## src/rtl/adt7420_reader.sv

```systemverilog
// adt7420_reader
// Periodic I2C read of the ADT7420 13-bit temperature register. It uses the
// 200 kHz scl_ref square wave as the bit-timing reference and drives
// open-drain SCL/SDA through a top-level tristate.
//
// State table:
//   IDLE   | bus released, waiting for an scl_ref rising tick to issue START
//   START  | SDA pulled low with SCL high; lowers SCL on the next falling tick
//   ADDR   | shifts out the read address byte {DEV_ADDR,1}, MSB first
//   ACK_A  | samples the slave's address acknowledge
//   RD_MSB | shifts in the temperature MSB
//   ACK_M  | master acknowledges the MSB (drives 0)
//   RD_LSB | shifts in the temperature LSB
//   NACK_M | master releases SDA to end the read
//   STOP   | STOP condition; publishes the reading if the address was ACKed
//   WAIT   | counts POLL_TICKS rising ticks before the next transaction
//
// Ports:
//   clock_in   : 100 MHz system clock
//   reset_n    : asynchronous active-low reset
//   scl_ref    : 200 kHz bit-timing reference, synchronous to clock_in
//   sda_in     : sampled SDA pin level
//   scl_out    : SCL level (1 = released, 0 = pulled low)
//   sda_oe     : 1 = pull SDA low, 0 = release
//   temp_raw   : last good reading {MSB, LSB[7:3]}, 1/16 degC per LSB
//   temp_valid : one-cycle pulse when temp_raw updates
//   ack_err    : sticky address-NACK flag, cleared by the next good read
//   busy       : high from START through STOP
module adt7420_reader #(
  parameter logic [6:0]  DEV_ADDR   = 7'h4B,
  parameter int          SDA_HOLD   = 25,
  parameter logic [15:0] POLL_TICKS = 16'd48000
) (
  input  logic        clock_in,
  input  logic        reset_n,
  input  logic        scl_ref,
  input  logic        sda_in,
  output logic        scl_out,
  output logic        sda_oe,
  output logic [12:0] temp_raw,
  output logic        temp_valid,
  output logic        ack_err,
  output logic        busy
);

  localparam logic [7:0] ADDR_BYTE = {DEV_ADDR, 1'b1};
  // Loading SDA_HOLD+1 and acting when the count is 1 places the SDA change
  // exactly SDA_HOLD+1 cycles after SCL is pulled low.
  localparam logic [7:0] HOLD_LOAD = 8'(SDA_HOLD + 1);

  typedef enum logic [3:0] {
    S_IDLE, S_START, S_ADDR, S_ACK_A, S_RD_MSB,
    S_ACK_M, S_RD_LSB, S_NACK_M, S_STOP, S_WAIT
  } state_t;

  state_t      state;
  logic        scl_ref_d;
  logic [7:0]  hold_cnt;
  logic [2:0]  bit_cnt;
  logic [15:0] poll_cnt;
  logic [7:0]  shreg;
  logic [7:0]  msb;
  logic        acked;

  logic rise_tick, fall_tick, hold_due, in_slot, slot_drive;

  assign rise_tick = scl_ref & ~scl_ref_d;
  assign fall_tick = ~scl_ref & scl_ref_d;
  assign hold_due  = (hold_cnt == 8'd1);
  assign in_slot   = (state == S_ADDR)   || (state == S_ACK_A) ||
                     (state == S_RD_MSB) || (state == S_ACK_M) ||
                     (state == S_RD_LSB) || (state == S_NACK_M);

  // Level the master puts on SDA (as a pull-low enable) during a bit slot.
  always_comb begin
    slot_drive = 1'b0;
    case (state)
      S_ADDR:  slot_drive = ~ADDR_BYTE[bit_cnt];
      S_ACK_M: slot_drive = 1'b1;
      default: slot_drive = 1'b0;
    endcase
  end

  always_ff @(posedge clock_in or negedge reset_n) begin
    if (!reset_n) begin
      state      <= S_IDLE;
      scl_ref_d  <= 1'b0;
      scl_out    <= 1'b1;
      sda_oe     <= 1'b0;
      temp_raw   <= '0;
      temp_valid <= 1'b0;
      ack_err    <= 1'b0;
      busy       <= 1'b0;
      hold_cnt   <= '0;
      bit_cnt    <= '0;
      poll_cnt   <= '0;
      shreg      <= '0;
      msb        <= '0;
      acked      <= 1'b0;
    end else begin
      scl_ref_d  <= scl_ref;
      temp_valid <= 1'b0;
      if (hold_cnt != 8'd0) hold_cnt <= hold_cnt - 8'd1;

      // Shared bit-slot timing: SDA update after the hold, SCL high on the
      // rising tick, SCL low (and hold restart) on the falling tick.
      if (in_slot) begin
        if (hold_due)  sda_oe  <= slot_drive;
        if (rise_tick) scl_out <= 1'b1;
        if (fall_tick) begin
          scl_out  <= 1'b0;
          hold_cnt <= HOLD_LOAD;
        end
      end

      case (state)
        S_IDLE: if (rise_tick) begin
          sda_oe <= 1'b1;
          busy   <= 1'b1;
          acked  <= 1'b0;
          state  <= S_START;
        end
        S_START: if (fall_tick) begin
          scl_out  <= 1'b0;
          bit_cnt  <= 3'd7;
          hold_cnt <= HOLD_LOAD;
          state    <= S_ADDR;
        end
        S_ADDR: if (fall_tick) begin
          if (bit_cnt == 3'd0) state <= S_ACK_A;
          else bit_cnt <= bit_cnt - 3'd1;
        end
        S_ACK_A: if (fall_tick) begin
          if (sda_in) begin
            ack_err <= 1'b1;
            state   <= S_STOP;
          end else begin
            acked   <= 1'b1;
            bit_cnt <= 3'd7;
            state   <= S_RD_MSB;
          end
        end
        S_RD_MSB: if (fall_tick) begin
          shreg <= {shreg[6:0], sda_in};
          if (bit_cnt == 3'd0) begin
            msb   <= {shreg[6:0], sda_in};
            state <= S_ACK_M;
          end else bit_cnt <= bit_cnt - 3'd1;
        end
        S_ACK_M: if (fall_tick) begin
          bit_cnt <= 3'd7;
          state   <= S_RD_LSB;
        end
        S_RD_LSB: if (fall_tick) begin
          shreg <= {shreg[6:0], sda_in};
          if (bit_cnt == 3'd0) state <= S_NACK_M;
          else bit_cnt <= bit_cnt - 3'd1;
        end
        S_NACK_M: if (fall_tick) state <= S_STOP;
        S_STOP: begin
          if (hold_due)  sda_oe  <= 1'b1;
          if (rise_tick) scl_out <= 1'b1;
          if (fall_tick) begin
            // SDA released while SCL is high: the STOP condition.
            sda_oe   <= 1'b0;
            busy     <= 1'b0;
            poll_cnt <= '0;
            state    <= S_WAIT;
            if (acked) begin
              temp_raw   <= {msb, shreg[7:3]};
              temp_valid <= 1'b1;
              ack_err    <= 1'b0;
            end
          end
        end
        S_WAIT: if (rise_tick) begin
          if (poll_cnt == POLL_TICKS - 16'd1) state <= S_IDLE;
          else poll_cnt <= poll_cnt + 16'd1;
        end
        default: state <= S_IDLE;
      endcase
    end
  end

endmodule

```

## config.mk

```make
export PLATFORM = sky130hd
export DESIGN_NAME = adt7420_reader
export DESIGN_NICKNAME = d
export VERILOG_FILES = /design/src/rtl/adt7420_reader.sv
export SDC_FILE = /design/constraint.sdc
export NUM_CORES = 1
export LEC_CHECK = 0
export ABC_AREA = 1
export CORE_AREA = 3 3 105 107
export DETAILED_ROUTE_END_ITERATION = 16
export DIE_AREA = 0 0 108 110
export PLACE_DENSITY_LB_ADDON = 0.08
export SLEW_MARGIN = 20
export SYNTH_ARGS = -nofsm -noshare
export SYNTH_HDL_FRONTEND = slang
export SYNTH_SLANG_ARGS = --single-unit
```

## constraint.sdc

```tcl
create_clock -name clock_in -period 1.7 [get_ports clock_in]
set_input_delay 0.255 -clock clock_in [delete_from_list [all_inputs] [get_ports clock_in]]
set_output_delay 0.255 -clock clock_in [all_outputs]
set_load 0.01 [all_outputs]
```

# ---- Word level (Yosys, flattened, before mapping)
# Memory sizes are Yosys's and may differ from the RTL's.
# Cells that the tools add are included.
dict set report totals {
  reg_bits 67
  mem_bits_ro 8
  input_bits 4
  output_inout_bits 18
  wordCells 141
  mem_count 1
}
# name depth width read_ports rd_clocked_by_memory_dff write_ports line_no
set memory_table {}
lappend memory_table {{(no name shown)} 8 1 1 0 0 78} ;# S_ADDR: slot_drive = ~ADDR_BYTE[bit_cnt];
dict set report op_classes {
  add_sub_neg 3
  n_lt_le_gt_ge 1
  eq_ne 32
  muxes 60
  bitwise 5
  reduce_logical 25
}
# cell count
set op_table {}
lappend op_table {{$mux 4} 15}
lappend op_table {{$mux 16} 3}
lappend op_table {{$mux 8} 5}
lappend op_table {{$pmux 4 s10} 1}
lappend op_table {{$ne 2x2->1 const B} 16}
lappend op_table {{$pmux 16 s2} 1}
lappend op_table {{$mux 1} 23}
lappend op_table {{$add 16x1->16 const B} 1}
lappend op_table {{$eq 16x16->1 const B} 1}
lappend op_table {{$eq 4x3->1 const B} 4}
lappend op_table {{$mux 3} 5}
lappend op_table {{$reduce_and 14->1} 1}
lappend op_table {{$pmux 1 s2} 6}
lappend op_table {{$ne 2x1->1 const B} 5}
lappend op_table {{$pmux 3 s3} 1}
lappend op_table {{$reduce_and 3->1} 3}
lappend op_table {{$eq 4x2->1 const B} 2}
lappend op_table {{$eq 4x4->1 const B} 2}
lappend op_table {{$eq 8x1->1 const B} 1}
lappend op_table {{$reduce_and 4->1} 2}
lappend op_table {{$reduce_bool 2->1} 4}
lappend op_table {{$reduce_bool 8->1} 1}
lappend op_table {{$sub 8x1->8 const B} 1}
lappend op_table {{$reduce_and 6->1} 1}
lappend op_table {{13 further kinds} 21}

# ---- Logic depth before layout (Yosys ltp)
dict set report depth {
  ltp_word 10
  ltp_mapped 12
  ltp_nobuf 12
}

# ---- Worst setup path after synthesis
# OpenSTA, ideal clock, no wires.
dict set report synth_timing {
  path_type {flip-flop to flip-flop}
  start {register poll_cnt[0]}
  end {register poll_cnt[14]}
  setup_time_ns 0.116
  arrival_time_ns 1.434
  required_ns 1.584
  slack_ns 0.150
  path_stages_with_launch 11
  n_path_buf 1
  period_less_slack_ns 1.550
  cell_sequence {dfrtp_1 -> ha_1 -> nand3_1 -> nor2_1 -> nand2_1 -> nand2_4 -> nand2_8 -> nand2_8 -> buf_6 -> nand2_1 -> nand2_1}
}
dict set report synth_via {
  elab_chain_cells 4
  word_cells_on_any_way 7
  cone_classes {add/sub: 1; eq/ne: 2; mux: 3; reduce/logical: 1}
}
# element line_no
set synth_rtl {}
lappend synth_rtl {{from (decl)} 60} ;# logic [15:0] poll_cnt;
lappend synth_rtl {{from (signal assigned)} 178} ;# else poll_cnt <= poll_cnt + 16'd1;
lappend synth_rtl {{$add 16x1->16} 178}
lappend synth_rtl {{$mux 16} 177} ;# if (poll_cnt == POLL_TICKS - 16'd1) state <= S_IDLE;
lappend synth_rtl {{$mux 16} 176} ;# S_WAIT: if (rise_tick) begin
lappend synth_rtl {{$pmux 16 s2} 116} ;# case (state)
# Parallel ways exist; a longest one is shown, timed or not. The select of a mux whose other input is x is not followed.
# A chain may end at the register's enable or synchronous reset.

# ---- Worst setup path after layout
dict set report layout_timing {
  start {register scl_out}
  end {output port scl_out}
}
# element line_no
set layout_lines {}
lappend layout_lines {{from (decl)} 38} ;# output logic scl_out,
lappend layout_lines {{from (signal assigned)} 88} ;# scl_out <= 1'b1;
lappend layout_lines {{from (signal assigned)} 109} ;# if (rise_tick) scl_out <= 1'b1;
lappend layout_lines {{from (signal assigned)} 111} ;# scl_out <= 1'b0;
# No word-level cell between the ends.

==> out/qor.csv <==
stage;metric;value;unit
run_status;status;finished clean;
layout;# diodes;0;
power;Sw Share;0.4016;
place;placed inst area;4232;um2
layout;Fillers;1039;
place;pre-CTS setup slack;-0.09494;ns
power;largest vdd supply drop;0.7024;mV
clock_tree;TritonCTS clock tree;done;
sta;Final Critical Period;1.660;ns
detailed_routing;total routed wirelength;8245;um
power;Psw;0.002513;W
detailed_routing;via count;3087;
global_routing;GRT Residual Overflow;0;
synthesis;synthesis-stage register bit count;67;
floorplan;die footprint;11880;um2
sta;Fin Clk Skew;0.01017;ns
setup_path;Stages on worst setup path;1;
global_routing;total track usage;0.1511;
layout;register area;1679;um2
floorplan;core area;10230;um2
clock_tree;clk root buf;clkbuf_8;
floorplan;total I/O pin count;22;
place;number of I/O port buffers;21;
detailed_routing;via/cell ratio;4.594;
setup_path;Largest stage delay, worst path;0.54;ns
clock_tree;Worst-Skew Late Latency;0.35;ns
power;Gate power share;0.390;
setup_path;crit path DAT;1.40;ns
power;power share of the sequential group;0.379;
sta;worst-margin pin slew;0.3856;ns
global_routing;initial antenna violation count;0;
global_routing;largest net degree at the start of global routing;68;
clock_tree;H-tree Lvls;3;
layout;final instance area;4463;um2
sta;unrepaired setup endpoints after global routing;no;
layout;Final #Nets;542;
detailed_routing;met2 wire length;3538;um
detailed_routing;DRC;0;
place;Routability Congestion;0.8655;
synthesis;Syn Nets;492;
setup_path;Reg2Reg Depth;8;
sta;Final setup violation count;0;
floorplan;die extent in x;108;um
place;HPWL Detailed;5875;um
clock_tree;Sink Count;67;
floorplan;Die H;110;um
detailed_routing;First-pass DRT Iterations;4;
layout;share of layout cells above drive strength 1;0.1493;
sta;Slew headroom;0.7429;
sta;worst setup margin;0.04043;ns
clock_tree;Post-CTS Setup Inserts;0;
synthesis;Yosys warnings;0;
setup_path;Critical Path Start Type;flip-flop;
setup_path;worst path cell trace;clkdlybuf4s50_1;
setup_path;critical path class;reg -> out;
floorplan;Std-Cell Rows;37;
worst_hold_path;Tightest Hold Check Type;in -> async;
setup_path;Crit. End Element;output port;
detailed_routing;M1 WL;4280;um
global_routing;number of global-route vias before repair;3016;
power;Clock power frac;0.230;
setup_path;Crit Path Max Fanout;2;
power;internal power;0.003744;W
sta;Final Max Tran Viols;0;
setup_path;CP required;1.44;ns
layout;area of the multi-input gates;1734;um2
sta;fin crit share;0.9762;
detailed_routing;Top Metal Used;met4;
detailed_routing;First DRT Iteration DRCs;148;
floorplan;initial core utilization;0.3625;
job;Max-Cap Viols;0;
power;Pwr Total;0.006257;W
sta;Final Hold Fails;0;
power;P_leak;2.148;nW
detailed_routing;met3 routed WL;246;um
detailed_routing;post-route ant nets;0;
detailed_routing;wire length per cell;12.27;um
synthesis;sequential share of the synthesized area;0.4524;
synthesis;synthesized area;3709;um2
synthesis;post-synthesis cell count;481;
power;Pwr per Cell Area;1402;nW/um2
layout;Layout Area Growth over Synthesis;20.34;%
synthesis;average size of a mapped cell;7.710;um2
setup_path;CP top delay family;flip-flops;
clock_tree;total CTS buffers;9;
global_routing;first-pass GRT wire length;14200;um
clock_tree;Clock transition at path regs;0.08;ns
clock_tree;Max Buffers Root-to-Sink;2;
setup_path;buffers and inverters on the worst path;1;
synthesis;count of different cell masters after synthesis;33;
setup_path;Slowest-stage cell, CP;dfstp_2;
sta;max frequency;602.6;MHz
## cell usage after synthesis, drive strengths merged
library cell  count  share of area
nor3              7          0.016
xnor2             2         0.0047
o22a              1         0.0024
ha                7          0.024
o21bai            4         0.0081
nand2           178           0.20
a21oi             9          0.015
nand3b            1         0.0020
inv              57          0.060
xor2             10          0.024
nor2             63          0.067
buf               9          0.023
nand3            27          0.038
o21ai            29          0.047
o211ai            3         0.0061
dfrtp            66           0.45
nand4             7          0.016
dfstp             1         0.0071
## flip-flops by register name, summed over array words and instances (netlist names)
name        flops
poll_cnt       16
temp_raw       13
hold_cnt        8
msb             8
shreg           8
state           4
bit_cnt         3
ack_err         1
acked           1
busy            1
scl_out         1
scl_ref_d       1
sda_oe          1
temp_valid      1
## worst paths after layout
path                           from           end  slack [ns]
setup / recovery            scl_out       scl_out        0.04
hold / removal              reset_n   hold_cnt[2]        0.44
setup reg to reg           state[0]  poll_cnt[14]        0.13
hold reg to reg              msb[3]   temp_raw[8]        0.48
max in group asynchronous   reset_n   temp_raw[5]        0.93
min in group clock_in       scl_ref     scl_ref_d        0.47
## through the flow
| step | util | cells | hold slack, ns | TNS [ns] |
|---|---|---|---|---|
| after floorplan | - | 481 | -0.04059 | 0 |
| after global placement | 0.4136 | 655 | 0.3132 | -0.5759 |
| after detailed placement | 0.4136 | 655 | 0.3153 | -1.805 |
| after CTS | 0.4348 | 672 | 0.4491 | 0 |
| after global routing | 0.4362 | 672 | 0.4613 | 0 |
| final | 0.4362 | 672 | 0.4419 | 0 |
## cell families (layout without fill, tap and decap cells)
group / after synthesis / count (layout) / synth area share
AND/OR/NAND/NOR: 283 / 283 / 0.3340
AO/OA/AOI/OAI: 46 / 46 / 0.07895
adder cells (fa/ha/maj): 7 / 7 / 0.02362
XOR/XNOR: 12 / 12 / 0.02834
buffers and inverters: 66 / 121 / 0.08266
flip-flops: 67 / 67 / 0.4524
## power by group through the flow
stage                     logic, W  registers [W]  clock network (W)
after global placement     0.00242        0.00240                  0
final                      0.00244        0.00237            0.00144
after CTS                  0.00246        0.00238            0.00147
after floorplan            0.00170        0.00233                  0
after global routing       0.00279        0.00244            0.00154
after detailed placement   0.00245        0.00240                  0
## what timing repair did
item                                    CTS  global route
endpoints found under the setup margin    0            33
gates resized for setup                   0             5
hold buffers                              1             0
endpoints found under the hold margin    66             0
## routing by layer
metal / track usage / vias up
met5: 0 / -
met4: 0.06222 / 0
met3: 0.02796 / 17
met2: 0.2305 / 51
met1: 0.2120 / 1413
li1: - / 1606
## layout make-up
| cell class | instances | area share |
|---|---|---|
| Multi-Input combinational cell | 348 | 0.3886 |
| Sequential cell | 67 | 0.3762 |
| Timing Repair Buffer | 48 | 0.1004 |
| Inverter | 57 | 0.05046 |
| Tap cell | 136 | 0.03813 |
| Clock buffer | 9 | 0.02775 |
| Clock inverter | 7 | 0.01850 |
## layout by cell type, fill, tap and decap left out, types with 2 or more instances in the layout
cell type        netlist  layout
nand2_1              170     170
dfrtp_1               66      65
nor2_1                60      58
inv_1                 50      49
nand3_1               26      25
buf_4                  1      23
o21ai_0               20      20
clkdlybuf4s50_1        0      20
xor2_1                10      10
clkbuf_8               0       9
a21oi_1                8       8
o21ai_2                8       8
ha_1                   7       7
inv_2                  6       6
nand4_1                6       6
nor3_1                 5       5
nor2_2                 2       4
nand2_2                4       4
o21bai_1               4       4
o211ai_1               3       3
clkinvlp_4             0       3
inv_6                  0       3
buf_12                 0       3
inv_8                  1       2
nand2_4                2       2
xnor2_1                2       2
nand3_2                1       2
nor3_4                 2       2
nand2_8                2       2
Power figures use the tool's default switching activity.
